### config.mk
export PLATFORM = sky130hd
export DESIGN_NAME = nts_tx_mac_bridge
export DESIGN_NICKNAME = d
export VERILOG_FILES = /design/src/rtl/nts_tx_mac_bridge.sv
export SDC_FILE = /design/constraint.sdc
export NUM_CORES = 1
export LEC_CHECK = 0
export CAP_MARGIN = 15
export CORE_UTILIZATION = 53
export DETAILED_ROUTE_END_ITERATION = 16
export PLACE_DENSITY = 0.81
export SETUP_SLACK_MARGIN = 0.15
export SLEW_MARGIN = 20
export SYNTH_ARGS = -nofsm -noshare
export SYNTH_HDL_FRONTEND = slang
export SYNTH_SLANG_ARGS = --single-unit
### constraint.sdc
create_clock -name i_clk -period 10.4 [get_ports i_clk]
set_input_delay 1.04 -clock i_clk [delete_from_list [all_inputs] [get_ports i_clk]]
set_output_delay 1.04 -clock i_clk [all_outputs]
set_load 0.05 [all_outputs]
### src/rtl/nts_tx_mac_bridge.sv
// nts_tx_mac_bridge: drains engine TX packets into 64-bit MAC beats with zero padding to the minimum frame size
module nts_tx_mac_bridge #(
  parameter int MAC_DATA_WIDTH = 64,
  parameter int MIN_FRAME_BYTES = 60
) (
  input  logic                        i_clk,
  input  logic                        i_areset,
  input  logic                        i_engine_packet_available,
  output logic                        o_engine_packet_read,
  input  logic                        i_engine_fifo_empty,
  output logic                        o_engine_fifo_rd_en,
  input  logic [MAC_DATA_WIDTH-1:0]   i_engine_fifo_rd_data,
  input  logic [3:0]                  i_engine_bytes_last_word,
  output logic                        o_mac_tx_start,
  input  logic                        i_mac_tx_ack,
  output logic [MAC_DATA_WIDTH/8-1:0] o_mac_tx_data_valid,
  output logic [MAC_DATA_WIDTH-1:0]   o_mac_tx_data,
  input  logic                        i_mac_tx_ready,
  output logic                        o_busy,
  output logic [31:0]                 o_frames_sent
);
  typedef enum logic [2:0] {IDLE, START, STREAM, PAD, DONE} state_t;
  localparam logic [15:0] MIN_B = 16'(MIN_FRAME_BYTES);
  state_t state, state_nx;
  logic [72:0] sk [2];
  logic [1:0] sk_cnt, base;
  logic pending, last_read, framed, head, beat, pop, wr_idx;
  logic [15:0] bytes, bytes_nx, rem;
  logic [16:0] sum;
  logic [7:0] in_mask;
  logic [63:0] in_data;

  function automatic logic [7:0] top_mask(input logic [15:0] n);
    return n >= 16'd8 ? 8'hFF : ~(8'hFF >> n[3:0]);
  endfunction

  // returned-word masking, beat formation with padding, read gating
  always_comb begin
    in_mask = !i_engine_fifo_empty || i_engine_bytes_last_word == 4'd0 ? 8'hFF : top_mask({12'd0, i_engine_bytes_last_word});
    for (int k = 0; k < 8; k++) in_data[8*k +: 8] = in_mask[k] ? i_engine_fifo_rd_data[8*k +: 8] : 8'd0;
    rem = MIN_B - bytes;
    head = state == STREAM && sk_cnt != 2'd0;
    o_mac_tx_data = head ? sk[0][63:0] : '0;
    o_mac_tx_data_valid = head ? sk[0][71:64] | (sk[0][72] && bytes < MIN_B ? top_mask(rem) : 8'h00) : state == PAD ? top_mask(rem) : 8'h00;
    beat = o_mac_tx_data_valid != 8'h00 && i_mac_tx_ready;
    pop = beat && state == STREAM;
    sum = 17'(bytes) + 17'($countones(o_mac_tx_data_valid));
    bytes_nx = sum[16] ? 16'hFFFF : sum[15:0];
    base = sk_cnt - {1'b0, pop};
    wr_idx = base[0];
    o_engine_fifo_rd_en = state == STREAM && !i_engine_fifo_empty && !last_read && 2'(base + {1'b0, pending}) <= 2'd1;
    o_mac_tx_start = state == START;
    o_engine_packet_read = state == DONE;
    o_busy = state != IDLE;
  end

  // frame sequencing; a last word that reaches the minimum size ends the frame directly
  always_comb begin
    state_nx = state;
    case (state)
      IDLE:    if (i_engine_packet_available) state_nx = i_engine_fifo_empty ? DONE : START;
      START:   if (i_mac_tx_ack) state_nx = STREAM;
      STREAM:  if (pop && sk[0][72]) state_nx = bytes_nx >= MIN_B ? DONE : PAD;
      PAD:     if (beat && rem <= 16'd8) state_nx = DONE;
      default: state_nx = IDLE;
    endcase
  end

  // state, occupancy, in-flight read tracking and counters
  always_ff @(posedge i_clk or posedge i_areset)
    if (i_areset) begin
      state <= IDLE;
      sk_cnt <= 2'd0;
      pending <= 1'b0;
      last_read <= 1'b0;
      framed <= 1'b0;
      bytes <= 16'd0;
      o_frames_sent <= 32'd0;
    end else begin
      state <= state_nx;
      sk_cnt <= sk_cnt + {1'b0, pending} - {1'b0, pop};
      pending <= o_engine_fifo_rd_en;
      last_read <= state == START ? 1'b0 : last_read | (pending & i_engine_fifo_empty);
      framed <= state == START || (framed && state != IDLE);
      bytes <= state == START ? 16'd0 : beat ? bytes_nx : bytes;
      o_frames_sent <= o_frames_sent + 32'(state == DONE && framed);
    end

  // two-entry skid storage: shift on pop, returned word lands behind the survivors
  always_ff @(posedge i_clk) begin
    if (pop) sk[0] <= sk[1];
    if (pending) sk[wr_idx] <= {i_engine_fifo_empty, in_mask, in_data};
  end
endmodule
==> qor.csv <==
stage,metric,value,unit
die,I/O pin cnt,182,
layout,post-layout net count,1070,
critical_path,Crit path arrival time,7.43,ns
placement,Port-buffer cells,181,
clocking,TritonCTS clock tree,built,
synthesis,Yosys warnings,0,
clocking,Max Root-Sink Buffers,3,
synthesis,area share of fa/ha/maj cells after synthesis,2.876,%
synthesis,"EDFF count, synth",146,
placement,HPWL after DPL,14.55,mm
layout,post-route insts no fill,1221,
layout,fillers,1268,
die,Starting Density,54.95,%
route,DRC Markers,0,
synthesis,Most used DFF post-synth,edfxtp_1,
die,Die H,139.4,um
timing,Worst Skew,0.01298,ns
die,DIE AREA,0.01943,mm^2
timing,Relative slew margins,28.22,%
timing,Final Hold Viols,0,
power,maximum VDD drop,0.0002573,V
synthesis,distinct cell type count after synthesis,64,
die,Rows,49,
layout,layout cell share with drive strength beyond 1,12.50,%
route,vias per cell,5.660,
timing,setup ws final,1.929,ns
die,Placeable Area,0.01821,mm^2
route,initial DRC count,495,
timing,final period utilization,81.45,%
route,post-route ant nets,0,
synthesis,simple-gate share of the synthesized area,16.56,%
synthesis,Synth Net Count,910,
global_routing,antenna violations before repair,0,
synthesis,mux share of post-synthesis cell area,8.603,%
timing,post-layout min period,8.471,ns
timing,setup tns final,0,ns
hold_path,Hold WC Path Type,flop to flop,
critical_path,Crit. End Element,output port,
placement,gpl congestion,0.9378,
synthesis,area of the mapped netlist,0.01001,mm^2
critical_path,startpoint types,flop,
synthesis,Yosys top cell area share,43.82,%
route,Pre-Repair DR Iteration Count,5,
power,Pleak,4.691,nW
timing,final setup vio count,0,
clocking,hold buffers post-CTS,0,
clocking,htree depth,1,
synthesis,Synth async-reset ratio,27.72,%
synthesis,Synth Register Bits,202,
global_routing,GR Overflow Total,0,
clocking,setup bufs post-CTS,0,
clocking,"Clk pin slew, worst setup/hold paths",0.06,ns
synthesis,sequential-to-total area share from yosys stat,57.82,%
synthesis,main combinational cell family by area after synthesis,simple AND/OR/NAND/NOR gates,
route,total number of vias,6911,
run,max-cap viol count,0,
global_routing,largest net degree at the start of global routing,76,
clocking,CTS root buf,clkbuf_16,
synthesis,Yosys top cell by area,edfxtp_1,
clocking,"Clk Latency, worst-skew pair",0.50,ns
placement,Placed Area,0.01197,mm^2
status,status,"finished, final reports clean",
layout,end-of-flow core utilization,69.64,%
synthesis,Avg Synthesized Cell Area,12.26,um^2
clocking,post-CTS sizing,0,
timing,Tightest Pin Transition,1.077,ns
global_routing,first-pass GRT wire length,35.63,mm
route,DR WL/cell,18.31,um
critical_path,Reg2Reg Setup Slack,3.00,ns
placement,pre-CTS setup slack,2.505,ns
timing,final hold slack,0.4581,ns
layout,Inserted Diodes,0,
route,Post-Route WL,22.35,mm
power,PnR Total Power,3.731,mW
placement,placed cell count,1181,
die,die width,139.4,um
synthesis,Synth area leaders,"edfxtp_1 44%, dfrtp_1 14%, mux2_2 8.1%",
clocking,clk sink count,202,
timing,fmax,118.0,MHz
synthesis,xor and xnor fraction of the mapped netlist area,3.939,%
critical_path,critical path type,flop to output port,
clocking,TritonCTS Buffers,22,
timing,RSZ-0062 raised after global routing,no,
timing,Slew Limit Fails,0,
critical_path,CP Max Fanout,74,
global_routing,GRT Total Usage,22.99,%
global_routing,vias in the first global route,6699,
critical_path,WP data required,9.36,ns
layout,design area,0.01268,mm^2
synthesis,compound-cell area share of the yosys netlist,7.190,%
power,PwrDens,294.2,mW/mm^2
synthesis,Post-Syn Instances,816,
layout,area grow syn2layout,26.73,%
[flip-flops by register name (all words and copies together), names as in the netlist]
register / cells
sk_cnt: 2
framed: 1
state: 3
o_frames_sent: 32
last_read: 1
sk: 146
pending: 1
bytes: 16
[placed cells by master, fill, tap and decap left out, types with 7 or more instances in the layout]
cell	Yosys	layout
a211oi_1	7	7
a21oi_1	11	11
a311oi_1	8	8
and2_1	127	127
and3_1	8	8
clkbuf_16	0	23
clkdlybuf4s50_1	0	181
dfrtp_1	56	56
edfxtp_1	146	146
ha_1	15	15
inv_1	27	26
mux2_2	72	72
nand2_1	42	41
nand3_1	23	23
nand4_1	10	10
nor2_1	46	45
nor3_1	14	14
o21ai_0	22	22
xnor2_1	34	34
xor2_1	11	11
[critical path, cell delays in order (launching register included)]
cell	delay (ns)
dfrtp_1	0.40
inv_1	0.11
ha_1	0.35
or4b_4	0.60
a2111oi_4	0.37
o22ai_2	0.16
nor3_4	0.30
nand2_1	0.16
a21o_1	0.22
a22oi_1	0.26
ha_1	0.20
o21ai_0	0.12
nor3_1	0.31
a31oi_4	0.34
and2_1	0.33
ha_1	0.36
nor2_4	0.13
buf_4	0.75
xnor2_1	0.19
nand2_1	0.07
nor3_1	0.19
clkdlybuf4s50_1	0.88
[cells in the mapped netlist, drive strengths merged, types with 4 or more instances]
master,n
xor2,11
mux2,72
nand2,42
o2111ai,4
a311oi,8
and2,128
mux2i,5
inv,27
o21ai,22
clkbuf,42
edfxtp,146
buf,6
nand2b,6
nor3,15
o211ai,5
ha,15
xnor2,34
nand4,11
a22oi,4
a21o,4
nand3,23
nor4,5
dfrtp,56
and3,8
a211oi,7
fa,5
nor2,46
o31ai,4
a21oi,11
[final cells by class]
| type | count | area, um^2 | share of cell area [%] |
|---|---|---|---|
| sequential | 202 | 5786 | 45.62 |
| multi-input combinational | 538 | 3954 | 31.18 |
| timing repair buffer | 184 | 1834 | 14.46 |
| clock buffer | 29 | 608.1 | 4.795 |
| tap | 229 | 286.5 | 2.260 |
| clock inverter | 11 | 107.6 | 0.8485 |
| inverter | 28 | 105.1 | 0.8288 |
[logic make-up after synthesis]
logic type               count (synthesis)
buffers and inverters                   76
adder cells (fa/ha/maj)                 20
XOR/XNOR                                45
flip-flops                             202
AND/OR/NAND/NOR                        299
multiplexers                            77
AO/OA/AOI/OAI                           96
other                                    1
[routing by layer]
layer  wire length (um)  track usage [%]  up-vias
met5                  0                0        -
li1                   -                -     3250
met2              10930            37.79      233
met4                339            5.146        0
met3               1718            5.678       31
met1               9367            30.86     3397
[worst paths after layout]
| path | endpoint | startpoint | depth (start not counted) |
|---|---|---|---|
| max | o_engine_fifo_rd_en | bytes[0]$_DFFE_PP0P_ | 21 |
| min | pending$_DFF_PP0_ | last_read$_DFF_PP0_ | 1 |
| max reg2reg | state[2]$_DFFE_PP0P_ | bytes[0]$_DFFE_PP0P_ | 21 |
| min reg2reg | pending$_DFF_PP0_ | last_read$_DFF_PP0_ | 1 |
| max in group asynchronous | sk_cnt[1]$_DFF_PP0_ | i_areset | 3 |
| min in group asynchronous | bytes[1]$_DFFE_PP0P_ | i_areset | 3 |
[where the power goes]
group	switching, mW	internal (mW)
registers	0.0747	1.05
logic	1.17	0.672
clock network	0.306	0.461
No activity file was read; power rests on OpenSTA's default activity.
